## src/rtl/dcmi_frame_gen_if.sv

```systemverilog
// DCMI camera-side bus: frame sync, line valid and pixel data.
interface dcmi_frame_gen_if #(
    parameter int unsigned DW = 8
);
    logic          CAM_VSYNC;
    logic          CAM_HREF;
    logic [DW-1:0] CAM_D;

    modport master (output CAM_VSYNC, output CAM_HREF, output CAM_D);
    modport slave  (input  CAM_VSYNC, input  CAM_HREF, input  CAM_D);
endinterface

```

## src/rtl/dcmi_frame_gen.sv

```systemverilog
// DCMI timing and test-pattern source replacing a camera sensor.
// Configurable geometry, pattern modes, frame limit and run/stop control.
module dcmi_frame_gen #(
    parameter int unsigned DW       = 8,
    parameter int unsigned H_ACTIVE = 640,
    parameter int unsigned H_BLANK  = 10,
    parameter int unsigned V_ACTIVE = 480,
    parameter int unsigned VS_W     = 1,
    parameter int unsigned V_BACK   = 2,
    parameter int unsigned V_FRONT  = 2
) (
    input  logic              PCLK,
    input  logic              RESETn,
    input  logic              EN,
    input  logic [1:0]        MODE,
    input  logic [DW-1:0]     CONST_DATA,
    input  logic [15:0]       FRAME_LIMIT,
    dcmi_frame_gen_if.master  cam,
    output logic              BUSY,
    output logic              FRAME_DONE,
    output logic [15:0]       FRAME_CNT
);

    localparam int unsigned M1   = (H_ACTIVE > H_BLANK) ? H_ACTIVE : H_BLANK;
    localparam int unsigned M2   = (M1 > VS_W) ? M1 : VS_W;
    localparam int unsigned M3   = (M2 > V_BACK) ? M2 : V_BACK;
    localparam int unsigned MAXL = (M3 > V_FRONT) ? M3 : V_FRONT;
    localparam int unsigned CW   = $clog2(MAXL + 1);
    localparam int unsigned LW   = $clog2(V_ACTIVE + 1);

    localparam logic [CW-1:0] VS_LAST   = CW'(VS_W - 1);
    localparam logic [CW-1:0] VB_LAST   = CW'(V_BACK - 1);
    localparam logic [CW-1:0] HB_LAST   = CW'(H_BLANK - 1);
    localparam logic [CW-1:0] HA_LAST   = CW'(H_ACTIVE - 1);
    localparam logic [CW-1:0] VF_LAST   = CW'(V_FRONT - 1);
    localparam logic [LW-1:0] LINE_LAST = LW'(V_ACTIVE - 1);

    typedef enum logic [2:0] {
        S_IDLE, S_VSYNC, S_VBACK, S_HBLANK, S_ACTIVE, S_VFRONT
    } state_e;

    state_e        state_q, state_d;
    logic [CW-1:0] cnt_q, cnt_d;
    logic [LW-1:0] line_q, line_d;
    logic [31:0]   fcc_q, fcc_d;
    logic [1:0]    mode_q, mode_d;
    logic [DW-1:0] cdata_q, cdata_d;
    logic [15:0]   fcnt_q, fcnt_d;
    logic          limit_q, limit_d;
    logic          vsync_q, vsync_d;
    logic          href_q, href_d;
    logic [DW-1:0] d_q, d_d;
    logic          busy_q, busy_d;
    logic          done_q, done_d;

    logic          enter_vs, enter_line, eof;
    logic [DW-1:0] pat;

    // Sequencing: per-state counter, zero-length states skipped, outputs from next state
    always_comb begin
        state_d    = state_q;
        cnt_d      = cnt_q + CW'(1);
        line_d     = line_q;
        fcc_d      = fcc_q + 32'd1;
        mode_d     = mode_q;
        cdata_d    = cdata_q;
        fcnt_d     = fcnt_q;
        limit_d    = limit_q && EN;
        enter_vs   = 1'b0;
        enter_line = 1'b0;
        eof        = 1'b0;

        case (state_q)
            S_IDLE: begin
                cnt_d = '0;
                fcc_d = fcc_q;
                if (EN && !limit_q) begin
                    enter_vs = 1'b1;
                    fcnt_d   = '0;
                end
            end
            S_VSYNC: begin
                if (cnt_q == VS_LAST) begin
                    if (V_BACK != 0) begin
                        state_d = S_VBACK;
                        cnt_d   = '0;
                    end else begin
                        enter_line = 1'b1;
                        line_d     = '0;
                    end
                end
            end
            S_VBACK: begin
                if (cnt_q == VB_LAST) begin
                    enter_line = 1'b1;
                    line_d     = '0;
                end
            end
            S_HBLANK: begin
                if (cnt_q == HB_LAST) begin
                    state_d = S_ACTIVE;
                    cnt_d   = '0;
                end
            end
            S_ACTIVE: begin
                if (cnt_q == HA_LAST) begin
                    if (line_q == LINE_LAST) begin
                        if (V_FRONT != 0) begin
                            state_d = S_VFRONT;
                            cnt_d   = '0;
                        end else begin
                            eof = 1'b1;
                        end
                    end else begin
                        enter_line = 1'b1;
                        line_d     = line_q + LW'(1);
                    end
                end
            end
            S_VFRONT: begin
                if (cnt_q == VF_LAST) eof = 1'b1;
            end
            default: state_d = S_IDLE;
        endcase

        // fcnt_q already counts the frame now ending
        if (eof) begin
            if (EN && (FRAME_LIMIT == 16'd0 || fcnt_q < FRAME_LIMIT)) begin
                enter_vs = 1'b1;
            end else begin
                state_d = S_IDLE;
                cnt_d   = '0;
                limit_d = EN;
            end
        end

        if (enter_vs) begin
            state_d = S_VSYNC;
            cnt_d   = '0;
            fcc_d   = '0;
            mode_d  = MODE;
            cdata_d = CONST_DATA;
        end
        if (enter_line) begin
            state_d = (H_BLANK != 0) ? S_HBLANK : S_ACTIVE;
            cnt_d   = '0;
        end

        done_d = (state_d == S_VFRONT && cnt_d == VF_LAST) ||
                 (V_FRONT == 0 && state_d == S_ACTIVE && cnt_d == HA_LAST &&
                  line_d == LINE_LAST);
        if (done_d && fcnt_q != 16'hFFFF) fcnt_d = fcnt_q + 16'd1;

        case (mode_d)
            2'd0:    pat = DW'(fcc_d);
            2'd1:    pat = DW'(cnt_d);
            2'd2:    pat = DW'(line_d);
            default: pat = cdata_d;
        endcase

        vsync_d = (state_d == S_VSYNC);
        href_d  = (state_d == S_ACTIVE);
        d_d     = href_d ? pat : '0;
        busy_d  = (state_d != S_IDLE);
    end

    always_ff @(posedge PCLK or negedge RESETn) begin
        if (!RESETn) begin
            state_q <= S_IDLE;
            cnt_q   <= '0;
            line_q  <= '0;
            fcc_q   <= '0;
            mode_q  <= '0;
            cdata_q <= '0;
            fcnt_q  <= '0;
            limit_q <= 1'b0;
            vsync_q <= 1'b0;
            href_q  <= 1'b0;
            d_q     <= '0;
            busy_q  <= 1'b0;
            done_q  <= 1'b0;
        end else begin
            state_q <= state_d;
            cnt_q   <= cnt_d;
            line_q  <= line_d;
            fcc_q   <= fcc_d;
            mode_q  <= mode_d;
            cdata_q <= cdata_d;
            fcnt_q  <= fcnt_d;
            limit_q <= limit_d;
            vsync_q <= vsync_d;
            href_q  <= href_d;
            d_q     <= d_d;
            busy_q  <= busy_d;
            done_q  <= done_d;
        end
    end

    assign cam.CAM_VSYNC = vsync_q;
    assign cam.CAM_HREF  = href_q;
    assign cam.CAM_D     = d_q;
    assign BUSY          = busy_q;
    assign FRAME_DONE    = done_q;
    assign FRAME_CNT     = fcnt_q;

endmodule

```

## src/flat_wrapper.sv

```systemverilog
// flat-port wrapper written by rule: the top's interface ports become plain ports
module dcmi_frame_gen_flat 
#(
    parameter int unsigned DW       = 8,
    parameter int unsigned H_ACTIVE = 640,
    parameter int unsigned H_BLANK  = 10,
    parameter int unsigned V_ACTIVE = 480,
    parameter int unsigned VS_W     = 1,
    parameter int unsigned V_BACK   = 2,
    parameter int unsigned V_FRONT  = 2
)
  (PCLK, RESETn, EN, MODE, CONST_DATA, FRAME_LIMIT, BUSY, FRAME_DONE, FRAME_CNT, cam_CAM_VSYNC, cam_CAM_HREF, cam_CAM_D);
  dcmi_frame_gen_if #(.DW(DW)) cam_i ();
  input  logic PCLK;
  input  logic RESETn;
  input  logic EN;
  input  logic [1:0] MODE;
  input  logic [DW-1:0] CONST_DATA;
  input  logic [15:0] FRAME_LIMIT;
  output logic BUSY;
  output logic FRAME_DONE;
  output logic [15:0] FRAME_CNT;
  output wire logic [$bits(cam_i.CAM_VSYNC)-1:0] cam_CAM_VSYNC;
  output wire logic [$bits(cam_i.CAM_HREF)-1:0] cam_CAM_HREF;
  output wire logic [$bits(cam_i.CAM_D)-1:0] cam_CAM_D;
  assign cam_CAM_VSYNC = cam_i.CAM_VSYNC;
  assign cam_CAM_HREF = cam_i.CAM_HREF;
  assign cam_CAM_D = cam_i.CAM_D;
  dcmi_frame_gen #(.DW(DW), .H_ACTIVE(H_ACTIVE), .H_BLANK(H_BLANK), .V_ACTIVE(V_ACTIVE), .VS_W(VS_W), .V_BACK(V_BACK), .V_FRONT(V_FRONT)) u_core (.PCLK(PCLK), .RESETn(RESETn), .EN(EN), .MODE(MODE), .CONST_DATA(CONST_DATA), .FRAME_LIMIT(FRAME_LIMIT), .cam(cam_i), .BUSY(BUSY), .FRAME_DONE(FRAME_DONE), .FRAME_CNT(FRAME_CNT));
endmodule
```

## config.mk

```make
export PLATFORM = sky130hd
export DESIGN_NAME = dcmi_frame_gen_flat
export DESIGN_NICKNAME = d
export VERILOG_FILES = /design/src/rtl/dcmi_frame_gen_if.sv /design/src/rtl/dcmi_frame_gen.sv /design/src/flat_wrapper.sv
export SDC_FILE = /design/constraint.sdc
export NUM_CORES = 1
export LEC_CHECK = 0
export ABC_AREA = 1
export CORE_MARGIN = 2
export CORE_UTILIZATION = 30
export DETAILED_ROUTE_END_ITERATION = 8
export GPL_TIMING_DRIVEN = 0
export HOLD_SLACK_MARGIN = 0.1
export PLACE_DENSITY = 0.5
export SYNTH_ARGS = -nofsm -noshare
export SYNTH_HDL_FRONTEND = slang
export SYNTH_SLANG_ARGS = --single-unit
```

## constraint.sdc

```tcl
create_clock -name PCLK -period 6.3 [get_ports PCLK]
set_input_delay 0.945 -clock PCLK [delete_from_list [all_inputs] [get_ports PCLK]]
set_output_delay 0.945 -clock PCLK [all_outputs]
set_load 0.02 [all_outputs]
```

# Word level (Yosys, flattened, before mapping)
# Cells that the tools add are included.
dict set report word_totals {
  reg_bits 93
  input_bits 29
  out_inout_bits 28
  word_cells 100
}
dict set report classes {
  addsub 4
  n_lt_le_gt_ge 1
  n_eq_ne 20
  n_mux 42
  n_reduce_logical 18
}
# cell count
set op_table {}
lappend op_table {{two-way mux 10 bit} 8}
lappend op_table {{two-way mux 32 bit} 2}
lappend op_table {{two-way mux 16 bit} 3}
lappend op_table {{one-hot mux 10 bit (4 select lines)} 1}
lappend op_table {{adder 32 x 1 -> 32 bit, second input constant} 1}
lappend op_table {{two-way mux 9 bit} 3}
lappend op_table {{two-way mux 3 bit} 8}
lappend op_table {{one-hot mux 8 bit (3 select lines)} 1}
lappend op_table {{equality test 10 x 1 -> 1 bit, second input constant} 2}
lappend op_table {{one-hot mux 9 bit (2 select lines)} 1}
lappend op_table {{adder 16 x 1 -> 16 bit, second input constant} 1}
lappend op_table {{zero test 16 bit} 1}
lappend op_table {{< comparator 16 bit} 1}
lappend op_table {{two-way mux 8 bit} 2}
lappend op_table {{!= test 16 bit, second input constant} 1}
lappend op_table {{equality test 3 bit, second input constant} 4}
lappend op_table {{one-hot mux 3 bit (4 select lines)} 1}
lappend op_table {{adder 10 x 1 -> 10 bit, second input constant} 1}
lappend op_table {{equality test 10 bit, second input constant} 1}
lappend op_table {{equality test 10 x 4 -> 1 bit, second input constant} 1}
lappend op_table {{zero test 10 bit} 1}
lappend op_table {{two-way mux 1 bit} 10}
lappend op_table {{adder 9 x 1 -> 9 bit, second input constant} 1}
lappend op_table {{equality test 9 bit, second input constant} 1}
lappend op_table {{other kinds (18)} 28}

# Longest topological paths before layout
dict set report depth {
  depth_word 13
  depth_mapped 20
}

# Least setup slack after synthesis
# Ideal clock, no wire load.
dict set report synth_timing {
  path_kind {input -> register}
  from {input FRAME_LIMIT[5]}
  to {register u_core.d_q[6], in the netlist u_core.cam.CAM_D[6]}
  setup_ps 121
  arrival_time_ps 2694
  required_ps 6179
  slack_ps 3486
  path_stages 18
  path_buffers 2
  path_cell_list {inv_1 -> ha_1 -> a21oi_1 -> nor2_1 -> nor3_1 -> nand2_1 -> nand2_1 -> nand2_1 -> nand2_1 -> nand2_1 -> nand2_1 -> buf_2 -> buf_2 -> nand2_1 -> o21ai_0 -> nand3_1 -> nand2_1 -> a21oi_1}
}
dict set report synth_via {
  elab_chain_cells 9
}
# element line_no
set synth_rtl {}
lappend synth_rtl {{start: declaration} flat_wrapper.sv:19} ;# input logic [15:0] FRAME_LIMIT;
lappend synth_rtl {{< comparator 16 bit or zero test 16 bit (tied branches)} dcmi_frame_gen.sv:128} ;# if (EN && (FRAME_LIMIT == 16'd0 || fcnt_q < FRAME_LIMIT)) begin
lappend synth_rtl {{logical OR 1 bit (*)} dcmi_frame_gen.sv:128}
lappend synth_rtl {{logical AND 1 bit (*)} dcmi_frame_gen.sv:128}
lappend synth_rtl {{two-way mux 1 bit (tied with other cells)} dcmi_frame_gen.sv:128}
lappend synth_rtl {{two-way mux 1 bit (tied with other cells)} dcmi_frame_gen.sv:127} ;# if (eof) begin
lappend synth_rtl {{two-way mux 2 bit (tied with other cells)} dcmi_frame_gen.sv:137} ;# if (enter_vs) begin
lappend synth_rtl {{equality test 2 bit (tied with other cells)} dcmi_frame_gen.sv:154} ;# case (mode_d)
lappend synth_rtl {{one-hot mux 8 bit (3 select lines) or equality test 3 bit (tied branches)} {dcmi_frame_gen.sv:154, dcmi_frame_gen.sv:162}}
lappend synth_rtl {{two-way mux 8 bit (*)} dcmi_frame_gen.sv:163} ;# d_d = href_d ? pat : '0;
lappend synth_rtl {{via u_core.d_d[6]} dcmi_frame_gen.sv:52} ;# logic [DW-1:0] d_q, d_d;
lappend synth_rtl {{end signal: assignment} dcmi_frame_gen.sv:179} ;# d_q <= '0;
lappend synth_rtl {{end signal: assignment} dcmi_frame_gen.sv:193} ;# d_q <= d_d;
lappend synth_rtl {{end: declaration} dcmi_frame_gen.sv:52}
# Mark *: on every way through the listed nets, which the timed path passes. The rest lies on a longest branch.
# A chain may end at the register's enable or synchronous reset.

# Final worst setup path
dict set report layout_timing {
  from {input FRAME_LIMIT[5]}
  to {register u_core.d_q[5], in the netlist u_core.cam.CAM_D[5]}
}
dict set report layout_via {
  elab_chain_cells 9
}
# element line_no
set layout_rtl {}
lappend layout_rtl {{< comparator 16 bit or zero test 16 bit (tied branches)} dcmi_frame_gen.sv:128}
lappend layout_rtl {{logical OR 1 bit (*)} dcmi_frame_gen.sv:128}
lappend layout_rtl {{logical AND 1 bit (*)} dcmi_frame_gen.sv:128}
lappend layout_rtl {{two-way mux 1 bit (*)} dcmi_frame_gen.sv:128}
lappend layout_rtl {{two-way mux 1 bit (*)} dcmi_frame_gen.sv:127}
lappend layout_rtl {{two-way mux 2 bit (*)} dcmi_frame_gen.sv:137}
lappend layout_rtl {{via u_core.mode_d[0]} dcmi_frame_gen.sv:46} ;# logic [1:0] mode_q, mode_d;
lappend layout_rtl {{equality test 2 bit (tied with other cells)} dcmi_frame_gen.sv:154}
lappend layout_rtl {{one-hot mux 8 bit (3 select lines) (*)} dcmi_frame_gen.sv:154}
lappend layout_rtl {{two-way mux 8 bit (*)} dcmi_frame_gen.sv:163}
lappend layout_rtl {{via u_core.d_d[5]} dcmi_frame_gen.sv:52}
# Marked as above.

==> qor.yml <==
status: "finished, final reports clean"
period_share: 0.549
whs_ps: 467
fin_cells: 852
portBuffers: 56
wl_per_cell_um: 13.5
path_max_fanout: 10
cts_made_buffers: 9
drive_gt1_frac: 0.0674
synth.distinct_cells: 41
antenna_found_initial: 0
placed_cells: 836
maxCapViolations: 0
synth.avg_cell_area_um2: 7.40
firstDrtPassIters: 4
hp-class: "flip-flop to flip-flop"
ff2ff_path_depth: 11
die_area_mm2: 0.0157
slew_viol_final: 0
ctsHoldBuffers: 0
cts_max_level: 3
clkTransAtPathRegs_ps: 60
gp_congestion: 0.857
min-delay-start: "u_core.cdata_q[3]"
yosys_warnings: 0
fp.dieW_um: 125
finalHoldViolCount: 0
clk_latency_ps: 340
drc: 0
clock.fmax_ghz: 0.289
r2r-start: "u_core.FRAME_CNT[1]"
initial_utilization: 0.306
grt_pass1_vias: 3951
fin_setup_tns_ps: 0
cts-root-buf: "clkbuf_16"
grt_pass1_wl_um: 19400
routed_via_density: 4.78
cts_resized: 0
cp-start-kind: "primary input"
cp_data_arrival_time_ps: 3680
ant_nets: 0
drt-initial-drc-count: 220
syn_area_mm2: 0.00441
setup_viol: 0
cts_setup_buffers: 0
die_h_um: 125
rsz0062_at_grt: "no"
period_needed_ps: 3460
io_pins: 57
drt-total-wl_um: 11500
cts_buffer_depth: 2
holdPathEnd: "u_core.cdata_q[3]"
tightest_slew_ps: 892
required_ps: 6530
p_per_area_mw_per_mm2: 226
multi_input_area_mm2: 0.00228
synth_cells: 596
seqCellArea_mm2: 0.00173
end_kind: "flip-flop"
reg2reg_to: "u_core.FRAME_CNT[12]"
grt.overflow.total: 0
skew_ps: 8.69
final_nets: 713
grt_usage: 0.152
cts_tree: "done"
grt_max_degree: 70
crit_type: "primary input to flip-flop"
yosysSeqAreaShare: 0.392
ys_seq_elements: 69
hold_depth: 2
place_hpwl_um: 8780
core-area_mm2: 0.0144
p_leak_nw: 2.82
area_growth_pct: 24.9
n_antenna_cell: 0
synth.net_count: 646
cts.sink_count: 69
core.rowCount: 44
rrSetupSlack_ps: 3480
max-vdd-ir-drop_uv: 154
fillers: 1531
slew_headroom: 0.405
via_count: 4073
==> worst max-delay path: stages <==
cell,delay [ps]
clkdlybuf4s50_1,480
inv_1,50
ha_1,300
a21oi_1,140
nor2_1,50
nor3_1,120
nand2_1,80
nand2_1,50
nand2_1,90
nand2_1,70
nand2_1,130
nand2_1,150
buf_2,240
nand2_1,80
nand2_1,150
nand2_1,240
o21ai_0,220
nor2_1,70
==> synth_stat cells, drive strengths merged <==
cell	instances	area share
a32o	1	0.0023
dfrtp	69	0.39
buf	8	0.012
a21oi	18	0.020
o31ai	1	0.0017
nor2	69	0.065
o22ai	3	0.0043
ha	21	0.060
a31oi	1	0.0014
nand3b	5	0.0085
nand3	75	0.089
mux2	1	0.0026
xor2	21	0.042
nor3	15	0.022
o21bai	1	0.0017
o21ai	19	0.022
clkbuf	5	0.0043
nand4	9	0.013
and3	1	0.0014
o2111ai	1	0.0020
or3b	1	0.0020
o311ai	1	0.0020
mux2i	4	0.0091
xnor2	4	0.0079
nor4	5	0.0085
inv	89	0.076
nand2	148	0.13
==> worst max-delay path by stage <==
stage                    from                  end  cells past startpoint  slack (ps)
2_1_floorplan  FRAME_LIMIT[5]  u_core.cam.CAM_D[6]                     18        3490
3_3_place_gp           RESETn  u_core.FRAME_CNT[8]                      1        1820
3_5_place_dp   FRAME_LIMIT[5]  u_core.cam.CAM_D[5]                     18        2470
4_1_cts        FRAME_LIMIT[5]  u_core.cam.CAM_D[5]                     18        2820
5_1_grt        FRAME_LIMIT[5]  u_core.cam.CAM_D[7]                     19        2530
6_report       FRAME_LIMIT[5]  u_core.cam.CAM_D[5]                     18        2840
==> metrics by stage <==
step                      instance area [um2]  utilization  power [mW]  worst slack (ps)
after detailed placement                 5200        0.360       0.731              2470
final                                    5510        0.382        1.24              2840
after global routing                     5510        0.382        1.31              2530
after floorplan                          4410            -       0.635              3490
after global placement                   5200        0.360       0.732              1820
after CTS                                5510        0.382        1.26              2820
==> cells in the final DEF (no fill, tap or decap), drive strengths merged, types with 3 or more instances in the layout <==
cell type	instances
xnor2	4
mux2i	4
clkinvlp	3
o21ai	19
o22ai	3
inv	91
buf	9
dfrtp	69
xor2	21
nand2	148
nand3	75
nor4	5
a21oi	18
clkdlybuf4s50	55
nand4	9
nor3	15
nand3b	5
clkbuf	15
ha	21
nor2	69
==> flip-flops by register name, indices dropped and copies added, names as in the netlist <==
name	flops
u_core.limit_q	1
u_core.BUSY	1
u_core.cnt_q	10
u_core.cam.CAM_HREF	1
u_core.line_q	9
u_core.cdata_q	8
u_core.fcc_q	8
u_core.FRAME_CNT	16
u_core.cam.CAM_D	8
u_core.cam.CAM_VSYNC	1
u_core.FRAME_DONE	1
u_core.mode_q	2
u_core.state_q	3
==> layout make-up <==
cell class | count | share of cell area
multi-input combinational | 425 | 0.414
sequential | 69 | 0.314
timing repair buffer | 56 | 0.101
inverter | 89 | 0.0607
clock buffer | 10 | 0.0434
tap | 184 | 0.0418
clock inverter | 6 | 0.0127
buffer | 13 | 0.0127
==> logic make-up (layout without fill, tap and decap cells) <==
logic type,Yosys count,after routing,share of synthesized area
buffers and inverters,102,174,0.0917
adders and majority gates,21,21,0.0596
and+or+nand+nor,328,328,0.338
xor gates and xnor gates,25,25,0.0497
DFF,69,69,0.392
muxes,5,5,0.0116
AOI/OAI and AO/OA,46,46,0.0573
==> layer usage <==
layer | vias up | GRT usage | wire length [um]
met1 | 1908 | 0.199 | 5370
met4 | 0 | 0.0588 | 201
li1 | 2055 | - | -
met5 | - | 0 | 0
met2 | 90 | 0.254 | 5380
met3 | 20 | 0.0223 | 515
==> power by group <==
group,switching [mW],internal [mW]
combinational,0.115,0.0928
clock,0.202,0.320
sequential,0.0252,0.488
total,0.342,0.900
No activity file was read; power rests on OpenSTA's default activity.
